`config.mk`:
```
export PLATFORM = sky130hd
export DESIGN_NAME = mem_port_arbiter
export DESIGN_NICKNAME = d
export VERILOG_FILES = /design/src/rtl/mem_port_arbiter_pkg.sv /design/src/rtl/mem_port_arbiter_addr_map.sv /design/src/rtl/mem_port_arbiter.sv
export SDC_FILE = /design/constraint.sdc
export NUM_CORES = 1
export LEC_CHECK = 0
export BUFFER_PORTS_ARGS = -buffer_cell sky130_fd_sc_hd__buf_4
export CAP_MARGIN = 5
export CORE_AREA = 2 2 137 139
export CTS_CLUSTER_DIAMETER = 150
export DETAILED_ROUTE_END_ITERATION = 7
export DIE_AREA = 0 0 139 141
export SYNTH_ARGS = -nofsm -noshare
export SYNTH_HDL_FRONTEND = slang
export SYNTH_SLANG_ARGS = --single-unit
```
`constraint.sdc`:
```
create_clock -name clk_i -period 1.75 [get_ports clk_i]
set_input_delay 0.2625 -clock clk_i [delete_from_list [all_inputs] [get_ports clk_i]]
set_output_delay 0.2625 -clock clk_i [all_outputs]
set_load 0.02 [all_outputs]
```
`src/rtl/mem_port_arbiter_pkg.sv`:
```
// Shared types and constants for the instruction/data memory port arbiter.
package mem_port_arbiter_pkg;

  localparam int unsigned ADDR_W = 32;
  localparam int unsigned DATA_W = 32;
  localparam int unsigned SIZE_W = 2;
  localparam int unsigned STRB_W = 4;

  localparam logic [ADDR_W-1:0] KSEG_MASK = 32'h1FFF_FFFF;

  typedef enum logic [2:0] {
    ST_IDLE   = 3'd0,
    ST_D_ADDR = 3'd1,
    ST_D_DATA = 3'd2,
    ST_I_ADDR = 3'd3,
    ST_I_DATA = 3'd4
  } state_e;

  typedef enum logic [SIZE_W-1:0] {
    SIZE_BYTE = 2'd0,
    SIZE_HALF = 2'd1,
    SIZE_WORD = 2'd2
  } size_e;

  typedef struct packed {
    logic              wr;
    logic [SIZE_W-1:0] size;
    logic [STRB_W-1:0] wstrb;
    logic [ADDR_W-1:0] addr;
    logic [DATA_W-1:0] wdata;
  } bus_cmd_t;

  // kseg0 and kseg1 together span 0x8000_0000..0xBFFF_FFFF.
  function automatic logic is_kseg01(input logic [ADDR_W-1:0] vaddr);
    return vaddr[ADDR_W-1 -: 2] == 2'b10;
  endfunction

endpackage

```
`src/rtl/mem_port_arbiter_addr_map.sv`:
```
// Combinational virtual-to-physical translation for the unmapped kernel segments.
module mem_port_arbiter_addr_map
  import mem_port_arbiter_pkg::*;
#(
  parameter bit KSEG_MAP = 1'b1
) (
  input  logic [ADDR_W-1:0] vaddr_i,
  output logic [ADDR_W-1:0] paddr_o
);

  always_comb begin
    paddr_o = vaddr_i;
    if (KSEG_MAP && is_kseg01(vaddr_i)) begin
      paddr_o = vaddr_i & KSEG_MASK;
    end
  end

endmodule

```
`src/rtl/mem_port_arbiter.sv`:
```
// Shares one SRAM-like bus port between instruction fetch and MEM-stage load/store,
// holding each result until the pipeline advances.
module mem_port_arbiter
  import mem_port_arbiter_pkg::*;
#(
  parameter bit KSEG_MAP   = 1'b1,
  parameter bit DATA_FIRST = 1'b1
) (
  input  logic              clk_i,
  input  logic              rst_i,
  input  logic              pipe_adv_i,
  input  logic              if_flush_i,
  input  logic              inst_req_i,
  input  logic [ADDR_W-1:0] inst_addr_i,
  output logic [DATA_W-1:0] inst_rdata_o,
  output logic              stallreq_from_if_o,
  input  logic              data_en_i,
  input  logic              data_we_i,
  input  logic [SIZE_W-1:0] data_size_i,
  input  logic [STRB_W-1:0] data_sel_i,
  input  logic [ADDR_W-1:0] data_addr_i,
  input  logic [DATA_W-1:0] data_wdata_i,
  output logic [DATA_W-1:0] data_rdata_o,
  output logic              stallreq_from_mem_o,
  output logic              bus_req_o,
  output logic              bus_wr_o,
  output logic [SIZE_W-1:0] bus_size_o,
  output logic [STRB_W-1:0] bus_wstrb_o,
  output logic [ADDR_W-1:0] bus_addr_o,
  output logic [DATA_W-1:0] bus_wdata_o,
  input  logic              bus_addr_ok_i,
  input  logic              bus_data_ok_i,
  input  logic [DATA_W-1:0] bus_rdata_i
);

  state_e            state_q;
  bus_cmd_t          cmd_q;
  bus_cmd_t          cmd_d;
  logic              bus_req_q;
  logic              drop_q;
  logic              inst_vld_q;
  logic              data_vld_q;
  logic [DATA_W-1:0] inst_buf_q;
  logic [DATA_W-1:0] data_buf_q;

  logic              dreq;
  logic              ireq;
  logic              pick_data;
  logic [ADDR_W-1:0] vaddr_mux;
  logic [ADDR_W-1:0] paddr;

  assign dreq      = data_en_i & ~data_vld_q;
  assign ireq      = inst_req_i & ~inst_vld_q & ~if_flush_i;
  assign pick_data = dreq & (DATA_FIRST | ~ireq);
  assign vaddr_mux = pick_data ? data_addr_i : inst_addr_i;

  mem_port_arbiter_addr_map #(
    .KSEG_MAP(KSEG_MAP)
  ) u_addr_map (
    .vaddr_i(vaddr_mux),
    .paddr_o(paddr)
  );

  // Command captured on leaving IDLE; fetches are always word reads.
  always_comb begin
    cmd_d      = '0;
    cmd_d.addr = paddr;
    cmd_d.size = SIZE_W'(SIZE_WORD);
    if (pick_data) begin
      cmd_d.wr    = data_we_i;
      cmd_d.size  = data_size_i;
      cmd_d.wstrb = data_we_i ? data_sel_i : STRB_W'(0);
      cmd_d.wdata = data_wdata_i;
    end
  end

  always_ff @(posedge clk_i) begin
    if (rst_i) begin
      state_q    <= ST_IDLE;
      cmd_q      <= '0;
      bus_req_q  <= 1'b0;
      drop_q     <= 1'b0;
      inst_vld_q <= 1'b0;
      data_vld_q <= 1'b0;
      inst_buf_q <= '0;
      data_buf_q <= '0;
    end else begin
      if (pipe_adv_i) begin
        inst_vld_q <= 1'b0;
        data_vld_q <= 1'b0;
      end
      if (if_flush_i) begin
        inst_vld_q <= 1'b0;
      end

      unique case (state_q)
        ST_IDLE: begin
          if (dreq || ireq) begin
            cmd_q     <= cmd_d;
            bus_req_q <= 1'b1;
            state_q   <= pick_data ? ST_D_ADDR : ST_I_ADDR;
          end
        end
        ST_D_ADDR: begin
          if (bus_addr_ok_i) begin
            bus_req_q <= 1'b0;
            state_q   <= ST_D_DATA;
          end
        end
        ST_D_DATA: begin
          if (bus_data_ok_i) begin
            data_buf_q <= bus_rdata_i;
            data_vld_q <= 1'b1;
            state_q    <= ST_IDLE;
          end
        end
        // A flushed fetch still runs to completion on the bus; only its data is dropped.
        ST_I_ADDR: begin
          if (if_flush_i) begin
            drop_q <= 1'b1;
          end
          if (bus_addr_ok_i) begin
            bus_req_q <= 1'b0;
            state_q   <= ST_I_DATA;
          end
        end
        ST_I_DATA: begin
          if (if_flush_i) begin
            drop_q <= 1'b1;
          end
          if (bus_data_ok_i) begin
            drop_q  <= 1'b0;
            state_q <= ST_IDLE;
            if (!drop_q && !if_flush_i) begin
              inst_buf_q <= bus_rdata_i;
              inst_vld_q <= 1'b1;
            end
          end
        end
        default: begin
          state_q   <= ST_IDLE;
          bus_req_q <= 1'b0;
        end
      endcase
    end
  end

  assign stallreq_from_if_o  = inst_req_i & ~inst_vld_q;
  assign stallreq_from_mem_o = data_en_i & ~data_vld_q;
  assign inst_rdata_o        = inst_buf_q;
  assign data_rdata_o        = data_buf_q;
  assign bus_req_o           = bus_req_q;
  assign bus_wr_o            = cmd_q.wr;
  assign bus_size_o          = cmd_q.size;
  assign bus_wstrb_o         = cmd_q.wstrb;
  assign bus_addr_o          = cmd_q.addr;
  assign bus_wdata_o         = cmd_q.wdata;

endmodule

```
Word-level counts from Yosys, hierarchy flattened
Index checks and enable logic that the tools add are counted.
{ "totals": {"word_cells": 67, "inputBits": 143, "ff_bits": 142} }
{ "classes": {"n_reduce_logical": 13, "n_eq_ne": 10, "bitwise_logic": 7, "n_mux": 25} }
{ "ops": {"columns": ["op", "n"], "rows": [
  ["2-to-1 mux 32 bit", 3],
  ["2-to-1 mux 1 bit", 12],
  ["2-to-1 mux 3 bit", 4],
  ["case mux 3 bit (4 select lines)", 1],
  ["2-to-1 mux 7 bit", 1],
  ["== test 3 x 2 -> 1 bit, second input constant", 2],
  ["inequality test 2 bit, second input constant", 3],
  ["AND reduction 3 bit", 2],
  ["2-to-1 mux 4 bit", 1],
  ["inequality test 2 x 1 -> 1 bit, second input constant", 2],
  ["inverter 1 bit", 4],
  ["AND reduction 2 bit", 2],
  ["AND reduction 4 bit", 1],
  ["OR reduction 2 bit", 2],
  ["AND 1 bit", 3],
  ["== test 3 x 1 -> 1 bit, second input constant", 1],
  ["== test 3 bit, second input constant", 1],
  ["logical NOT 3 bit", 1],
  ["case mux 1 bit (3 select lines)", 1],
  ["== test 2 bit, second input constant", 1],
  ["logical NOT 1 bit", 2],
  ["2-to-1 mux 2 bit", 1],
  ["case mux 1 bit (2 select lines)", 1],
  ["nonzero test 2 bit", 1],
  ["2 further kinds", 2]
]} }

Longest topological paths before layout
{ "depth": {"depth_word": 6, "depth_mapped": 8} }

Cells and area by module
A second synthesis with hierarchy kept.
{ "unflattened": {"hier_cells": 709, "area_unflattened_um2": 6088.3} }
{ "by_module_without_submodules": {"columns": ["mod", "seq_area_each_um2", "instances", "area_each_um2", "cells_each"], "rows": [
  ["mem_port_arbiter", 2842.7, 1, 5844.4, 676],
  ["mem_port_arbiter_addr_map", 0.0, 1, 244.0, 33]
]} }

Least setup slack after synthesis
Ideal clock, no wire load.
{ "synth_timing": {"kind": "register to register", "from": "register state_q[2]", "to": "register cmd_q (netlist bit bus_size_o[0])", "path_stages_with_launch": 8, "arrival_ns": 1.280, "setup_slack_ns": 0.354, "setup_ns": 0.117, "required_time_ns": 1.633, "cell_sequence": "dfxtp_1 > buf_6 > nor3_4 > o21a_4 > nor2_2 > buf_6 > buf_6 > a22o_1"} }
{ "synth_via": {"elab_chain_cells": 2} }
{ "synth_rtl": {"columns": ["element", "line_no", "source"], "rows": [
  ["start: declaration", "mem_port_arbiter.sv:36", "state_e state_q;"],
  ["start signal: assignment", "mem_port_arbiter.sv:101", "state_q <= pick_data ? ST_D_ADDR : ST_I_ADDR;"],
  ["logical NOT 3 bit", "mem_port_arbiter.sv:96", "unique case (state_q)"],
  ["AND reduction 2 bit (no source line)", null, null],
  ["end signal: assignment", "mem_port_arbiter.sv:99", "cmd_q <= cmd_d;"],
  ["end: declaration", "mem_port_arbiter.sv:37", "bus_cmd_t cmd_q;"]
]} }
Every way passes these cells.
A chain may end at the register's enable or synchronous reset.

Worst setup path after layout
{ "layout_timing": {"from": "register data_vld_q", "to": "output port stallreq_from_mem_o"} }
{ "layout_via": {"elab_chain_cells": 2} }
{ "layout_rtl": {"columns": ["element", "line_no", "source"], "rows": [
  ["start: declaration", "mem_port_arbiter.sv:42", "logic data_vld_q;"],
  ["start signal: assignment", "mem_port_arbiter.sv:84", "data_vld_q <= 1'b0;"],
  ["start signal: assignment", "mem_port_arbiter.sv:90", "data_vld_q <= 1'b0;"],
  ["start signal: assignment", "mem_port_arbiter.sv:113", "data_vld_q <= 1'b1;"],
  ["inverter 1 bit", "mem_port_arbiter.sv:149", "assign stallreq_from_mem_o = data_en_i & ~data_vld_q;"],
  ["AND 1 bit", "mem_port_arbiter.sv:149", null],
  ["end: declaration", "mem_port_arbiter.sv:24", "output logic stallreq_from_mem_o,"]
]} }
Every way passes these cells.

==> results.cfg <==
[finish]
n_antenna_cell = 0
area_growth_pct = 55.5
nets = 1005
drive_gt1_share_pct = 41.1
nFillCells = 1823
fin_area_um2 = 8300
layout_commonest_cell = buf_4
final_cell_mix = buf_4 (289), nand2_1 (190), dfxtp_1 (142), a21oi_1 (73), nor2_1 (38)

[die]
rows = 50
die_w_um = 139
dieArea_um2 = 19600
core_um2 = 18300
io_pins = 281
initial_core_util_pct = 29.2
die_h_um = 141

[synth]
syn-cell-area_um2 = 5340
yosys.cell_types.count = 33
syn_inst = 595
synth_nets = 738
ys_warn_count = 0
syn_area_per_cell_um2 = 8.97
yosysSeqAreaShare_pct = 53.3
synth-seq-cells = 142

[cts]
cts_inserted_buffers = 17
cts_tree = yes
ctsRootBufferMaster = clkbuf_16
clk_pin_slew_ns = 0.06
cts_buffer_depth = 2
h-tree-depth = 4
insertion_delay_ns = 0.41
clkSinkCount = 142
ctsHoldBuffers = 0

[setup_path]
reg2reg_to = bus_addr_o[19]$_SDFFE_PP0P_
worst-setup-path-type = reg -> out
endpoint_kind = output port
ff2ff_setup_slack_ns = 0.14
critPathLaunch = data_vld_q$_SDFF_PP0_
crit_required_ns = 1.49
cp_max_fo = 34
cp.arrival_ns = 1.36
r2r-start = inst_vld_q$_SDFF_PP0_
start_kind = flip-flop
ff2ff_path_depth = 6

[route]
drtPass1Iterations = 6
drt_iter0_drc = 267
routed_wl_mm = 16.6
ant_nets = 0
drc = 0
wl_per_cell_um = 14.9
num_vias = 5105
via_per_inst = 4.61

[sta]
fin_hold_ws_ns = 0.0546
report.final.slew_viol_count = 0
relSlewSlack_pct = 62.9
fin_crit_ns = 1.62
hold_viol = 0
tns_ns = 0
setup_viol = 0
worst_slack_ns = 0.125
rsz0062_at_grt = no
fmax_mhz = 616
tightest_slew_ns = 0.556
skew_ns = 0.00906
period_share_pct = 92.8

[global_routing]
grt_max_degree = 106
grt_pass1_vias = 5004
grt_antenna_before_repair = 0
grt_pass1_wl_mm = 26.1
grt_use_total_pct = 16.6
grt_overflow = 0

[placed_design]
place_area_um2 = 7660
place_hpwl_mm = 11.4
dp_slack_ns = -0.103
io_buffers = 280
gp_congestion = 0.737

[hold_path]
whs_path_depth = 2
min_to = bus_wdata_o[20]$_SDFFE_PP0P_
min_from = data_wdata_i[20]
hp-class = in -> reg

[power]
ir_drop_mv = 0.704
power_density_nw_per_um2 = 1090
leakage_uw = 0.00362

[status]
status = completed

[job]
maxCapViolations = 0
[state kept, by name, indices dropped and copies added (netlist names), 2 cells and up]
register and cells:
state_q 3, bus_size_o 2, bus_addr_o 32, inst_rdata_o 32, data_rdata_o 32, bus_wstrb_o 4, bus_wdata_o 32
[worst max-delay path by stage]
stage                                         to  slack, ns  depth (start not counted)
floorplan             bus_size_o[0]$_SDFFE_PP0P_       0.35                          7
global placement     bus_wdata_o[0]$_SDFFE_PP0P_      -0.06                          7
detailed placement  bus_wdata_o[10]$_SDFFE_PP0P_      -0.10                          7
CTS                  bus_addr_o[19]$_SDFFE_PP0P_      0.009                          6
global route         bus_addr_o[30]$_SDFFE_PP0P_      0.004                          6
finish                       stallreq_from_mem_o       0.13                          4
[logic make-up after synthesis]
| logic type | count (synthesis) | synth area share [%] |
|---|---|---|
| and+or+nand+nor | 247 | 18.5 |
| buffers and inverters | 53 | 5.60 |
| xor gates and xnor gates | 1 | 0.164 |
| DFF | 142 | 53.3 |
| AOI/OAI and AO/OA | 152 | 22.4 |
[where the power goes]
| part | switching (uW) | total [uW] | leakage, uW | internal [uW] |
|---|---|---|---|---|
| Clock | 1430 | 3760 | 0.000294 | 2330 |
| Combinational | 895 | 1680 | 0.00217 | 782 |
| Sequential | 118 | 3580 | 0.00116 | 3460 |
| Total | 2440 | 9010 | 0.00362 | 6570 |
[Yosys cell counts]
cell type	n	area share, %
nand2_1	190	13
dfxtp_1	142	53
a21oi_1	73	6.8
nor2_1	39	2.7
a22o_1	35	5.7
a311oi_2	23	6.5
clkbuf_1	22	1.5
buf_2	15	1.4
buf_6	9	1.9
a311oi_1	8	1.3
a32o_1	4	0.75
nand2b_1	4	0.47
and3_1	3	0.35
buf_4	3	0.42
a211oi_1	2	0.28
a31oi_1	2	0.23
inv_1	2	0.14
nor2_2	2	0.23
nor2b_1	2	0.23
o21ai_0	2	0.19
a211o_1	1	0.16
a32oi_1	1	0.16
and4_1	1	0.16
buf_1	1	0.070
inv_4	1	0.12
nand3_1	1	0.094
nand3b_1	1	0.14
nand4_1	1	0.12
nor3_1	1	0.094
nor3_4	1	0.30
nor3b_2	1	0.23
o21a_4	1	0.28
xnor2_1	1	0.16
[worst max-delay path, cell delays in order (launching register included)]
cell	delay [ns]
dfxtp_1	0.30
nand2b_1	0.18
inv_4	0.09
buf_12	0.18
buf_4	0.17
[cell type report]
class / instances / area, um2 / share of cell area, %
flip-flops and latches: 142 / 2840 / 34.3
repair buffers: 298 / 2330 / 28.1
multi-input cells: 400 / 2200 / 26.6
clock buffers: 19 / 453 / 5.46
well taps: 234 / 293 / 3.53
clock inverters: 12 / 160 / 1.93
inverters: 3 / 13.8 / 0.166
[what timing repair did]
action,in CTS,in global routing
setup endpoints to repair,23,22
setup buffers,0,0
gates resized for setup,2,4
gates cloned,0,0
[through the flow]
stage	utilization [%]	cells	total power, uW
3_3_place_gp	41.9	1077	5320
6_report	45.4	1108	9010
4_1_cts	45.3	1108	9140
3_5_place_dp	41.9	1077	5330
5_1_grt	45.4	1108	9440
2_1_floorplan	-	595	4590
[layer usage]
layer  part of all wire, %  wire length (um)  vias to the layer above  track usage, %
met5                     0                 0                        -               0
met4                   2.0               325                        0            6.06
met3                   7.3              1210                       23            6.08
met2                    48              8020                      178            27.4
met1                    42              7000                     2339            20.0
li1                      -                 -                     2565               -
Note: power is estimated with default switching activity, not from simulation.
